<file path="src/rtl/apb_i2c_sequencer_if.sv">
// -----------------------------------------------------------------------------
// apb_i2c_sequencer_if
// APB bus bundle between the sequencer (master) and the APB-to-I2C bridge
// (slave).
//   psel, penable, pwrite : APB transfer controls, driven by the master
//   paddr, pwdata         : 32-bit address / write data, driven by the master
//   prdata                : 32-bit read data, driven by the slave
//   pready, pslverr       : transfer completion / error, driven by the slave
// -----------------------------------------------------------------------------
interface apb_i2c_sequencer_if;
   logic        psel;
   logic        penable;
   logic        pwrite;
   logic [31:0] paddr;
   logic [31:0] pwdata;
   logic [31:0] prdata;
   logic        pready;
   logic        pslverr;

   modport master (
      output psel, penable, pwrite, paddr, pwdata,
      input  prdata, pready, pslverr
   );

   modport slave (
      input  psel, penable, pwrite, paddr, pwdata,
      output prdata, pready, pslverr
   );
endinterface

</file>
<file path="src/rtl/apb_i2c_sequencer.sv">
// -----------------------------------------------------------------------------
// apb_i2c_sequencer
// APB master feeding the APB-to-I2C bridge. Two requesters (0 = config/timeout,
// 1 = TX/RX data) are arbitrated round-robin; each accepted legal command
// becomes one APB SETUP/ACCESS transfer, illegal commands are answered locally
// with an error. The response goes back to the requester that issued it.
//   pclk, preset          : clock, synchronous active-high reset
//   reqN_valid/write/addr/wdata : command from requester N
//   reqN_ready            : one-cycle acceptance pulse (decoded in IDLE)
//   rspN_valid/rdata/err  : one-cycle registered response to requester N
//   apb                   : APB master port
//   busy                  : high whenever the sequencer is not IDLE
//   err_count             : saturating count of error responses
// -----------------------------------------------------------------------------
module apb_i2c_sequencer #(
   parameter int unsigned TIMEOUT_CYCLES = 16
) (
   input  logic                      pclk,
   input  logic                      preset,
   input  logic                      req0_valid,
   input  logic                      req0_write,
   input  logic [31:0]               req0_addr,
   input  logic [31:0]               req0_wdata,
   output logic                      req0_ready,
   input  logic                      req1_valid,
   input  logic                      req1_write,
   input  logic [31:0]               req1_addr,
   input  logic [31:0]               req1_wdata,
   output logic                      req1_ready,
   output logic                      rsp0_valid,
   output logic [31:0]               rsp0_rdata,
   output logic                      rsp0_err,
   output logic                      rsp1_valid,
   output logic [31:0]               rsp1_rdata,
   output logic                      rsp1_err,
   apb_i2c_sequencer_if.master       apb,
   output logic                      busy,
   output logic [7:0]                err_count
);

   typedef enum logic [1:0] {
      ST_IDLE   = 2'd0,
      ST_SETUP  = 2'd1,
      ST_ACCESS = 2'd2,
      ST_RESP   = 2'd3
   } state_e;

   localparam logic [7:0] WAIT_LAST = 8'(TIMEOUT_CYCLES - 1);

   // Only these four address/direction pairs exist on the bridge.
   function automatic logic is_legal(input logic wr, input logic [31:0] addr);
      logic ok;
      ok = 1'b0;
      case (addr)
         32'd0:   ok = wr;
         32'd4:   ok = ~wr;
         32'd8:   ok = wr;
         32'd12:  ok = wr;
         default: ok = 1'b0;
      endcase
      return ok;
   endfunction

   state_e      state_q, state_d;
   logic        gnt_q, gnt_d;
   logic        last_grant_q, last_grant_d;
   logic        psel_q, psel_d;
   logic        penable_q, penable_d;
   logic        pwrite_q, pwrite_d;
   logic [31:0] paddr_q, paddr_d;
   logic [31:0] pwdata_q, pwdata_d;
   logic [7:0]  wait_cnt_q, wait_cnt_d;
   logic        rsp0_valid_q, rsp0_valid_d;
   logic        rsp1_valid_q, rsp1_valid_d;
   logic [31:0] rsp_rdata_q, rsp_rdata_d;
   logic        rsp_err_q, rsp_err_d;
   logic [7:0]  err_count_q, err_count_d;
   logic        busy_q, busy_d;

   logic [1:0]  req_ready_s;
   logic        sel_s;
   logic        cmd_write_s;
   logic [31:0] cmd_addr_s;
   logic [31:0] cmd_wdata_s;

   // Next-state and next-output computation for the whole sequencer.
   always_comb begin
      state_d      = state_q;
      gnt_d        = gnt_q;
      last_grant_d = last_grant_q;
      psel_d       = psel_q;
      penable_d    = penable_q;
      pwrite_d     = pwrite_q;
      paddr_d      = paddr_q;
      pwdata_d     = pwdata_q;
      wait_cnt_d   = wait_cnt_q;
      rsp0_valid_d = 1'b0;
      rsp1_valid_d = 1'b0;
      rsp_rdata_d  = rsp_rdata_q;
      rsp_err_d    = rsp_err_q;
      err_count_d  = err_count_q;
      req_ready_s  = 2'b00;

      // Round-robin pick: on a tie the requester not served last wins.
      if (req0_valid && req1_valid) begin
         sel_s = ~last_grant_q;
      end else if (req1_valid) begin
         sel_s = 1'b1;
      end else begin
         sel_s = 1'b0;
      end
      cmd_write_s = sel_s ? req1_write : req0_write;
      cmd_addr_s  = sel_s ? req1_addr  : req0_addr;
      cmd_wdata_s = sel_s ? req1_wdata : req0_wdata;

      case (state_q)
         ST_IDLE: begin
            if (req0_valid || req1_valid) begin
               // READY is a Mealy pulse so acceptance lands in the IDLE cycle.
               req_ready_s[sel_s] = 1'b1;
               gnt_d              = sel_s;
               last_grant_d       = sel_s;
               if (is_legal(cmd_write_s, cmd_addr_s)) begin
                  psel_d    = 1'b1;
                  penable_d = 1'b0;
                  pwrite_d  = cmd_write_s;
                  paddr_d   = cmd_addr_s;
                  pwdata_d  = cmd_wdata_s;
                  state_d   = ST_SETUP;
               end else begin
                  // Rejected locally: APB lines keep their previous values.
                  rsp0_valid_d = ~sel_s;
                  rsp1_valid_d = sel_s;
                  rsp_rdata_d  = 32'd0;
                  rsp_err_d    = 1'b1;
                  state_d      = ST_RESP;
               end
            end else begin
               state_d = ST_IDLE;
            end
         end
         ST_SETUP: begin
            penable_d  = 1'b1;
            wait_cnt_d = 8'd0;
            state_d    = ST_ACCESS;
         end
         ST_ACCESS: begin
            if (apb.pready) begin
               psel_d       = 1'b0;
               penable_d    = 1'b0;
               rsp0_valid_d = ~gnt_q;
               rsp1_valid_d = gnt_q;
               rsp_rdata_d  = pwrite_q ? 32'd0 : apb.prdata;
               rsp_err_d    = apb.pslverr;
               state_d      = ST_RESP;
            end else if (wait_cnt_q == WAIT_LAST) begin
               // ACCESS has lasted TIMEOUT_CYCLES cycles: abandon the transfer.
               psel_d       = 1'b0;
               penable_d    = 1'b0;
               rsp0_valid_d = ~gnt_q;
               rsp1_valid_d = gnt_q;
               rsp_rdata_d  = 32'd0;
               rsp_err_d    = 1'b1;
               state_d      = ST_RESP;
            end else begin
               wait_cnt_d = wait_cnt_q + 8'd1;
            end
         end
         ST_RESP: begin
            if (rsp_err_q && (err_count_q != 8'hFF)) begin
               err_count_d = err_count_q + 8'd1;
            end else begin
               err_count_d = err_count_q;
            end
            rsp_rdata_d = 32'd0;
            rsp_err_d   = 1'b0;
            state_d     = ST_IDLE;
         end
         default: begin
            psel_d    = 1'b0;
            penable_d = 1'b0;
            state_d   = ST_IDLE;
         end
      endcase

      busy_d = (state_d != ST_IDLE);
   end

   // State and output registers with synchronous reset.
   always_ff @(posedge pclk) begin
      if (preset) begin
         state_q      <= ST_IDLE;
         gnt_q        <= 1'b0;
         last_grant_q <= 1'b1;
         psel_q       <= 1'b0;
         penable_q    <= 1'b0;
         pwrite_q     <= 1'b0;
         paddr_q      <= 32'd0;
         pwdata_q     <= 32'd0;
         wait_cnt_q   <= 8'd0;
         rsp0_valid_q <= 1'b0;
         rsp1_valid_q <= 1'b0;
         rsp_rdata_q  <= 32'd0;
         rsp_err_q    <= 1'b0;
         err_count_q  <= 8'd0;
         busy_q       <= 1'b0;
      end else begin
         state_q      <= state_d;
         gnt_q        <= gnt_d;
         last_grant_q <= last_grant_d;
         psel_q       <= psel_d;
         penable_q    <= penable_d;
         pwrite_q     <= pwrite_d;
         paddr_q      <= paddr_d;
         pwdata_q     <= pwdata_d;
         wait_cnt_q   <= wait_cnt_d;
         rsp0_valid_q <= rsp0_valid_d;
         rsp1_valid_q <= rsp1_valid_d;
         rsp_rdata_q  <= rsp_rdata_d;
         rsp_err_q    <= rsp_err_d;
         err_count_q  <= err_count_d;
         busy_q       <= busy_d;
      end
   end

   assign req0_ready  = req_ready_s[0];
   assign req1_ready  = req_ready_s[1];
   assign rsp0_valid  = rsp0_valid_q;
   assign rsp1_valid  = rsp1_valid_q;
   assign rsp0_rdata  = rsp_rdata_q;
   assign rsp1_rdata  = rsp_rdata_q;
   assign rsp0_err    = rsp_err_q;
   assign rsp1_err    = rsp_err_q;
   assign apb.psel    = psel_q;
   assign apb.penable = penable_q;
   assign apb.pwrite  = pwrite_q;
   assign apb.paddr   = paddr_q;
   assign apb.pwdata  = pwdata_q;
   assign busy        = busy_q;
   assign err_count   = err_count_q;

endmodule

</file>
<file path="src/flat_wrapper.sv">
// flat-port wrapper written by rule: the top's interface ports become plain ports
module apb_i2c_sequencer_flat 
#(
   parameter int unsigned TIMEOUT_CYCLES = 16
)
  (pclk, preset, req0_valid, req0_write, req0_addr, req0_wdata, req0_ready, req1_valid, req1_write, req1_addr, req1_wdata, req1_ready, rsp0_valid, rsp0_rdata, rsp0_err, rsp1_valid, rsp1_rdata, rsp1_err, busy, err_count, apb_psel, apb_penable, apb_pwrite, apb_paddr, apb_pwdata, apb_prdata, apb_pready, apb_pslverr);
  apb_i2c_sequencer_if apb_i ();
  input  logic pclk;
  input  logic preset;
  input  logic req0_valid;
  input  logic req0_write;
  input  logic [31:0] req0_addr;
  input  logic [31:0] req0_wdata;
  output logic req0_ready;
  input  logic req1_valid;
  input  logic req1_write;
  input  logic [31:0] req1_addr;
  input  logic [31:0] req1_wdata;
  output logic req1_ready;
  output logic rsp0_valid;
  output logic [31:0] rsp0_rdata;
  output logic rsp0_err;
  output logic rsp1_valid;
  output logic [31:0] rsp1_rdata;
  output logic rsp1_err;
  output logic busy;
  output logic [7:0] err_count;
  output wire logic [$bits(apb_i.psel)-1:0] apb_psel;
  output wire logic [$bits(apb_i.penable)-1:0] apb_penable;
  output wire logic [$bits(apb_i.pwrite)-1:0] apb_pwrite;
  output wire logic [$bits(apb_i.paddr)-1:0] apb_paddr;
  output wire logic [$bits(apb_i.pwdata)-1:0] apb_pwdata;
  input wire logic [$bits(apb_i.prdata)-1:0] apb_prdata;
  input wire logic [$bits(apb_i.pready)-1:0] apb_pready;
  input wire logic [$bits(apb_i.pslverr)-1:0] apb_pslverr;
  assign apb_psel = apb_i.psel;
  assign apb_penable = apb_i.penable;
  assign apb_pwrite = apb_i.pwrite;
  assign apb_paddr = apb_i.paddr;
  assign apb_pwdata = apb_i.pwdata;
  assign apb_i.prdata = apb_prdata;
  assign apb_i.pready = apb_pready;
  assign apb_i.pslverr = apb_pslverr;
  apb_i2c_sequencer #(.TIMEOUT_CYCLES(TIMEOUT_CYCLES)) u_core (.pclk(pclk), .preset(preset), .req0_valid(req0_valid), .req0_write(req0_write), .req0_addr(req0_addr), .req0_wdata(req0_wdata), .req0_ready(req0_ready), .req1_valid(req1_valid), .req1_write(req1_write), .req1_addr(req1_addr), .req1_wdata(req1_wdata), .req1_ready(req1_ready), .rsp0_valid(rsp0_valid), .rsp0_rdata(rsp0_rdata), .rsp0_err(rsp0_err), .rsp1_valid(rsp1_valid), .rsp1_rdata(rsp1_rdata), .rsp1_err(rsp1_err), .apb(apb_i), .busy(busy), .err_count(err_count));
endmodule
</file>
<file path="config.mk">
export PLATFORM = sky130hd
export DESIGN_NAME = apb_i2c_sequencer_flat
export DESIGN_NICKNAME = d
export VERILOG_FILES = /design/src/rtl/apb_i2c_sequencer_if.sv /design/src/rtl/apb_i2c_sequencer.sv /design/src/flat_wrapper.sv
export SDC_FILE = /design/constraint.sdc
export NUM_CORES = 1
export LEC_CHECK = 0
export CAP_MARGIN = 10
export CORE_MARGIN = 5
export CORE_UTILIZATION = 35
export CTS_CLUSTER_DIAMETER = 50
export DETAILED_ROUTE_END_ITERATION = 16
export PLACE_DENSITY_LB_ADDON = 0.25
export SYNTH_ARGS = -nofsm -noshare
export SYNTH_HDL_FRONTEND = slang
export SYNTH_SLANG_ARGS = --single-unit
export TNS_END_PERCENT = 50
</file>
<file path="constraint.sdc">
create_clock -name pclk -period 1.99 [get_ports pclk]
set_input_delay 0.4975 -clock pclk [delete_from_list [all_inputs] [get_ports pclk]]
set_output_delay 0.4975 -clock pclk [all_outputs]
set_load 0.05 [all_outputs]
</file>
==> impl_summary.log, run 1 <==
[metrics] register clock-pin slew on the reported worst setup and hold paths: about 60 ps
[metrics] Leak Pwr: 0.00424 uW
[metrics] layout overhead on the synthesized area: 79.8%
[metrics] clock latency reported for the late side of the worst-skew pair: around 400 ps
[metrics] number of synthesized register bits: 123
[metrics] Nets: 1066
[metrics] WP data arrival: 2300 ps
[metrics] top cells by area, synth: sky130_fd_sc_hd__dfxtp_1, sky130_fd_sc_hd__mux2i_1, sky130_fd_sc_hd__buf_4, sky130_fd_sc_hd__a211oi_1, sky130_fd_sc_hd__nor2_1
[metrics] cell count after synthesis: 566
[metrics] count of buffers inserted at the top-level ports: 313
[metrics] clock tree from TritonCTS: done
[metrics] DRC marker count from the first detailed-route iteration: between 150 and 200
[metrics] final worst path period share: 1.00
[metrics] Critical Path End Type: flip-flop
[metrics] Pwr per Cell Area: roughly 730 nW/um^2
[metrics] unrepaired setup endpoints after global routing: yes
[metrics] max-slew violation total from the final report: 0
[metrics] worst slew margin relative to its limit: 0.647
[metrics] remaining global-route overflow: 0
[metrics] final std cell area, no fill: 9830 sq um
[metrics] most repeated cell in the gate-level netlist after synthesis: sky130_fd_sc_hd__dfxtp_1
[metrics] violations in the final reports: negative setup slack
[metrics] warning count from the yosys run: 0
[metrics] Die Ht: 135 um
[metrics] starting density of the core: 0.358
[metrics] proportion of register bits with asynchronous set or reset after synthesis: 0
[metrics] quantity of hold-fixing buffers added after cts: 0
[metrics] cell accounting for the most synthesized area: sky130_fd_sc_hd__dfxtp_1
[metrics] post-synthesis instance area: between 5000 and 6000 sq um
[metrics] startpoint class of the critical path: primary input
[metrics] global-route usage over all layers: 0.205
[metrics] Least-Margin Pin Slew: between 500 and 600 ps
[metrics] placement row count: 45
[metrics] ANT nets after route: 0
[metrics] clock period minus worst slack: 1990 ps
[metrics] Core Area: 15300 sq um
[metrics] synth cell count leaders: sky130_fd_sc_hd__dfxtp_1, sky130_fd_sc_hd__mux2i_1, sky130_fd_sc_hd__nor2_1
[metrics] via total after detailed routing: approximately 5300
[metrics] buffer cell driving the clock tree root: sky130_fd_sc_hd__clkbuf_16
[metrics] area share of the largest cell type after synthesis: 0.451
[metrics] post-route worst hold slack: 451 ps
[metrics] number of global-route vias before repair: 5770
[metrics] Antenna diodes: 0
[metrics] number of primary I/O pins: 314
[metrics] sink count of the clock tree: 123
[metrics] nets in the synthesized netlist: 740
[metrics] critical path class: in2reg
[metrics] weighted congestion reported at the end of routability-driven placement: 0.861
[metrics] largest vdd supply drop: 0.505 mV
[metrics] final clock skew: 12.2 ps
[metrics] achievable frequency: 501 MHz
[metrics] Worst Path Required: between 2000 and 2500 ps
[metrics] fraction of layout cells with a size suffix above 1: 0.335
[metrics] maximum number of pins on one net before global-route repair: 33
[metrics] Final Power: 7200 uW
[metrics] Total Die Area: roughly 18000 sq um
[metrics] sum of negative setup slack: -4.86 ps
[metrics] Placed Instance Area: 8440 sq um
[metrics] type of the worst min-delay path: reg2reg
[metrics] number of detailed-routing iterations run before antenna repair: 4
[metrics] CTS H-Tree Depth: 4
[metrics] result of the run: finished, violations left
[metrics] Main synth FF type: sky130_fd_sc_hd__dfxtp_1
[metrics] HPWL Detailed: 13600 um
[metrics] number of endpoints failing setup at the final stage: 1
[metrics] TritonCTS buffer count: 17
[metrics] post-detailed-route wirelength per cell: ~17 um
[metrics] Final Hold Viols: 0
[metrics] number of antenna violations at the first check in global routing: 0
[metrics] register area share after synthesis: 0.451
[metrics] EDFF count, synth: 0
[metrics] total DRC errors in the routed layout: 0
[metrics] maximum buffer depth of the clock tree: 2
[metrics] first-pass GRT wire length: a little under 30000 um
[metrics] die outline width: 135 um
[metrics] mean instance size in the synthesized netlist: between 9 and 10 sq um
[metrics] final standard cell utilization of the core: 0.644
[metrics] per-cell via count in the routed design: 4.76
[metrics] Max FO, Critical Path: 6
[metrics] total routed wirelength: 19300 um
[metrics] final worst setup slack: -4.86 ps
[metrics] Synth cell types: 45
[metrics] number of max-capacitance violations reported: 0
## power by group
group / total [uW] / internal (uW) / switching (uW)
logic: 1660 / 818 / 840
clock network: 2970 / 1770 / 1190
registers: 2570 / 2520 / 50.0
total: 7200 / 5110 / 2080
## worst max-delay path: stages
cell and delay [ps]:
sky130_fd_sc_hd__dlygate4sd2_1 220, sky130_fd_sc_hd__a21boi_4 240, sky130_fd_sc_hd__buf_6 130, sky130_fd_sc_hd__buf_6 90, sky130_fd_sc_hd__mux2i_4 230, sky130_fd_sc_hd__o211a_4 200, sky130_fd_sc_hd__buf_12 110, sky130_fd_sc_hd__buf_12 100
sky130_fd_sc_hd__buf_8 110, sky130_fd_sc_hd__buf_16 110, sky130_fd_sc_hd__nor2_1 40, sky130_fd_sc_hd__a211oi_1 210
## logic make-up after synthesis
logic type               count (synthesis)  synth area share
multiplexers                            72             0.133
buffers and inverters                   72            0.0856
flip-flops                             123             0.451
XOR/XNOR                                15            0.0240
adder cells (fa/ha/maj)                  6            0.0137
AO/OA/AOI/OAI                           58            0.0827
AND/OR/NAND/NOR                        220             0.210
## final timing paths
| path | start | end | slack [ps] | depth (start not counted) |
|---|---|---|---|---|
| worst min-delay path | u_core.apb.paddr[21] | u_core.apb.paddr[21] | 450 | 1 |
| worst max register to register | u_core.last_grant_q | u_core.apb.pwdata[31] | 20 | 11 |
| worst max-delay path | req1_valid | u_core.apb.pwdata[31] | -5 | 12 |
| worst min register to register | u_core.apb.paddr[21] | u_core.apb.paddr[21] | 450 | 1 |
## state kept, by name, summed over array words and instances (netlist names)
register and count:
u_core.busy 1, u_core.err_count 8, u_core.apb.penable 1, u_core.apb.pwrite 1
u_core.rsp0_rdata 32, u_core.apb.pwdata 32, u_core.apb.psel 1, u_core.rsp0_valid 1
u_core.state_q 2, u_core.apb.paddr 32, u_core.rsp0_err 1, u_core.rsp1_valid 1
u_core.last_grant_q 1, u_core.gnt_q 1, u_core.wait_cnt_q 8
## layout by cell type, fill, tap and decap left out, drive strengths merged, types with 2 or more instances in the layout
cell           Yosys  final
o21ai              5      5
dlygate4sd2        0     62
a22oi              2      2
clkdlybuf4s15      0     13
nand3              3      3
a21o               2      2
clkinv             0      5
and3               6      6
xnor2              8      8
nor2              63     63
clkbuf            17     26
nor2b              5      5
nand2             44     44
nand4              5      5
and2              33     33
a21oi              5      5
ha                 6      6
nor4              17     17
a211oi            37     37
dfxtp            123    123
buf               49    184
mux2i             71     71
xor2               7      7
clkinvlp           0      2
clkdlybuf4s50      0     99
nand2b            35     35
nor3               4      4
inv                6     12
dlymetal6s2s       0      7
## metal layers
layer,GRT usage,share of wire,vias to the layer above
met5,0,0,-
met4,0.0689,0.020,0
met3,0.0853,0.096,34
met2,0.354,0.51,258
met1,0.228,0.38,2465
li1,-,-,2560
## cell type report
class / count / area, sq um
clock inverter: 14 / 134
tap: 211 / 264
sequential: 123 / 2470
timing repair buffer: 373 / 3540
fill: 1227 / 5430
clock buffer: 18 / 439
multi-input combinational: 371 / 2960
inverter: 6 / 22.5
## repair_timing
item	4_1_cts	5_1_grt
cloned	11	0
endpoints found under the setup margin	131	104
setup buffers	20	2
pin swaps	51	34
resized for setup	171	67
## through the flow
step	setup WS (ps)	std cells
global placement	-625	1057
CTS	-35.3	1118
global route	-86.7	1116
detailed placement	-700	1057
finish	-4.86	1116
floorplan	-39.2	566
Power figures use the tool's default switching activity.
==> run 2: changes to the inputs <==
--- a/config.mk
+++ b/config.mk
@@ -11,6 +11,7 @@
 export CTS_CLUSTER_DIAMETER = 50
 export DETAILED_ROUTE_END_ITERATION = 16
 export PLACE_DENSITY_LB_ADDON = 0.25
+export REMOVE_ABC_BUFFERS = 1
 export SYNTH_ARGS = -nofsm -noshare
 export SYNTH_HDL_FRONTEND = slang
 export SYNTH_SLANG_ARGS = --single-unit
==> run 2 against run 1 <==
Against the previous run: the flow now finishes without violations; fmax up 1.2%; die area unchanged; sequential share of layout area up 0.50 points; worst setup slack better by 25 ps; worst hold slack better by 15 ps; final area down 1.9%; clock power up 3%; critical path type unchanged; highest routed layer unchanged.
==> impl_summary.log, run 2 (same netlist as run 1, synthesis figures left out) <==
[metrics] number of primary I/O pins: 314 (unchanged)
[metrics] most common library cell in the layout ignoring fill and taps: sky130_fd_sc_hd__buf_4 (unchanged)
[metrics] maximum number of pins on one net before global-route repair: 41 (was 33)
[metrics] commonest cells after routing, fill and taps aside: sky130_fd_sc_hd__buf_4, sky130_fd_sc_hd__dfxtp_1, sky130_fd_sc_hd__clkdlybuf4s50_1 (unchanged)
[metrics] final std cell area, no fill: 9640 sq um (was 9830 sq um)
[metrics] flop-to-flop setup slack: 70 ps (was 20 ps)
[metrics] cells on worst reg2reg path: 9 (was 11)
[metrics] layout overhead on the synthesized area: 76.3% (was 79.8%)
[metrics] Final Hold Viols: 0 (unchanged)
[metrics] Critical Path End Type: flip-flop (unchanged)
[metrics] die outline width: 135 um (unchanged)
[metrics] post-placement setup slack: -678 ps (was -700 ps)
[metrics] clock period minus worst slack: 1970 ps (was 1990 ps)
[metrics] Die Ht: 135 um (unchanged)
[metrics] Worst Hold Depth: 1 (unchanged)
[metrics] count of buffers inserted at the top-level ports: 313 (unchanged)
[metrics] Core Area: 15300 sq um (unchanged)
[metrics] final worst path period share: 0.990 (was 1.00)
[metrics] placement row count: 45 (unchanged)
[metrics] max-slew violation total from the final report: 0 (unchanged)
[metrics] Total Die Area: 18200 sq um (unchanged)
[metrics] global-route usage over all layers: 0.192 (was 0.205)
[metrics] sum of negative setup slack: 0 ps (was -4.86 ps)
[metrics] worst slew margin relative to its limit: 0.651 (was 0.647)
[metrics] Leak Pwr: 0.00411 uW (was 0.00424 uW)
[metrics] number of antenna violations at the first check in global routing: 0 (unchanged)
[metrics] Least-Margin Pin Slew: 526 ps (was 531 ps)
[metrics] post-detailed-route wirelength per cell: 16.2 um (was 17.3 um)
[metrics] maximum buffer depth of the clock tree: 2 (unchanged)
[metrics] first-pass GRT wire length: 27900 um (was 29400 um)
[metrics] sink count of the clock tree: 123 (unchanged)
[metrics] critical path class: in2reg (unchanged)
[metrics] Max FO, Critical Path: 4 (was 6)
[metrics] remaining global-route overflow: 0 (unchanged)
[metrics] result of the run: finished clean (was finished, violations left)
[metrics] placed insts: 1057 (unchanged)
[metrics] achievable frequency: 508 MHz (was 501 MHz)
[metrics] total DRC errors in the routed layout: 0 (unchanged)
[metrics] final clock skew: 9.71 ps (was 12.2 ps)
[metrics] number of endpoints failing setup at the final stage: 0 (was 1)
[metrics] starting density of the core: 0.358 (unchanged)
[metrics] startpoint class of the critical path: primary input (unchanged)
[metrics] clock latency reported for the late side of the worst-skew pair: 410 ps (about the same)
[metrics] number of detailed-routing iterations run before antenna repair: 4 (unchanged)
[metrics] ANT nets after route: 0 (unchanged)
[metrics] worst reg2reg path endpoint: u_core.rsp0_err (was u_core.apb.pwdata[31])
[metrics] WP data arrival: 2270 ps (was 2300 ps)
[metrics] unrepaired setup endpoints after global routing: yes (unchanged)
[metrics] number of max-capacitance violations reported: 0 (unchanged)
[metrics] CTS H-Tree Depth: 4 (unchanged)
[metrics] HPWL Detailed: 13100 um (was 13600 um)
[metrics] Crit Reg-Reg Startpoint: u_core.wait_cnt_q[0] (was u_core.last_grant_q)
[metrics] count of placed standard cells in the final layout, fillers left out: 1117 (was 1116)
[metrics] Antenna diodes: 0 (unchanged)
[metrics] largest vdd supply drop: 0.586 mV (was 0.505 mV)
[metrics] total routed wirelength: 18200 um (was 19300 um)
[metrics] Nets: 1067 (was 1066)
[metrics] Worst Path Required: 2290 ps (was 2300 ps)
[metrics] weighted congestion reported at the end of routability-driven placement: 0.876 (was 0.861)
[metrics] Placed Instance Area: 8410 sq um (was 8440 sq um)
[metrics] per-cell via count in the routed design: 4.66 (was 4.76)
[metrics] worst hold path startpoint: u_core.apb.paddr[0] (was u_core.apb.paddr[21])
[metrics] number of global-route vias before repair: 5431 (was 5770)
[metrics] fraction of layout cells with a size suffix above 1: 0.372 (was 0.335)
[metrics] TritonCTS buffer count: 17 (unchanged)
[metrics] final standard cell utilization of the core: 0.631 (was 0.644)
[metrics] end of the worst hold path: u_core.apb.paddr[0] (was u_core.apb.paddr[21])
[metrics] DRC marker count from the first detailed-route iteration: 133 (was 170)
[metrics] clock tree from TritonCTS: done (unchanged)
[metrics] type of the worst min-delay path: reg2reg (unchanged)
[metrics] final worst setup slack: 19.7 ps (was -4.86 ps)
[metrics] via total after detailed routing: 5208 (was 5317)
[metrics] Pwr per Cell Area: 752 nW/um^2 (was 732 nW/um^2)
[metrics] buffer cell driving the clock tree root: sky130_fd_sc_hd__clkbuf_16 (unchanged)
[metrics] register clock-pin slew on the reported worst setup and hold paths: 60 ps (about the same)
-- run 2: cell count changes in the layout (fill, tap and decap cells not counted), moves of 9 or more --
cell and delta:
sky130_fd_sc_hd__clkdlybuf4s15_1 +9, sky130_fd_sc_hd__and2_4 +24, sky130_fd_sc_hd__dlygate4sd2_1 -38, sky130_fd_sc_hd__a211oi_2 -17
sky130_fd_sc_hd__and2_1 -24, sky130_fd_sc_hd__buf_4 +17, sky130_fd_sc_hd__a211oi_1 +21, sky130_fd_sc_hd__clkbuf_2 +10
-- run 2: worst max-delay path by stage --
stage                 startpoint                     to  slack (ps)  cells past startpoint
6_report           req1_addr[24]        u_core.rsp0_err          20                     10
3_3_place_gp       req1_addr[10]   u_core.apb.paddr[29]        -620                      9
2_1_floorplan         req1_valid    u_core.apb.paddr[0]       -2080                      6
4_1_cts            req1_addr[17]   u_core.apb.paddr[26]          -9                     10
3_5_place_dp        req1_addr[5]  u_core.apb.pwdata[15]        -680                      9
5_1_grt        u_core.state_q[1]             req0_ready         -30                      6
-- run 2: metrics by stage --
stage	hold slack (ps)	total power, uW
final	466	7250
after global routing	484	7540
after CTS	454	7200
after detailed placement	443	4060
after global placement	443	4040
after floorplan	448	3350
-- run 2: repair_timing --
item,4_1_cts,5_1_grt
cloned,8,2
endpoints found under the hold margin,0,0
hold buffers,0,0
setup buffers,14,6
setup endpoints to repair,105,96
gates resized for setup,150,83
pin swaps,38,40
-- run 2: area by class of cell --
cell class | instances | area [sq um]
Inverter | 6 | 22.5
Fill cell | 1265 | 5620
Clock inverter | 14 | 158
Multi-Input combinational cell | 371 | 2820
Clock buffer | 18 | 439
Tap cell | 211 | 264
Timing Repair Buffer | 374 | 3460
Sequential cell | 123 | 2470
-- run 2: per-layer routing --
layer / part of all wire / GRT usage
met1: 0.39 / 0.214
met2: 0.51 / 0.337
met3: 0.085 / 0.0678
met4: 0.019 / 0.0683
met5: 0 / 0
-- run 2: report_power, final --
group	switching [uW]	internal (uW)	leakage, uW
clock network	1170	1900	0.000285
registers	48.0	2520	0.000993
logic	800	801	0.00283
total	2020	5230	0.00411
-- run 2: critical path, stage by stage --
cell,delay (ps)
sky130_fd_sc_hd__dlygate4sd2_1,260
sky130_fd_sc_hd__nor4_2,290
sky130_fd_sc_hd__nand3_2,100
sky130_fd_sc_hd__nor3_2,220
sky130_fd_sc_hd__buf_4,150
sky130_fd_sc_hd__o21ai_4,60
sky130_fd_sc_hd__a21oi_4,160
sky130_fd_sc_hd__buf_12,140
sky130_fd_sc_hd__buf_4,110
sky130_fd_sc_hd__mux2_4,280
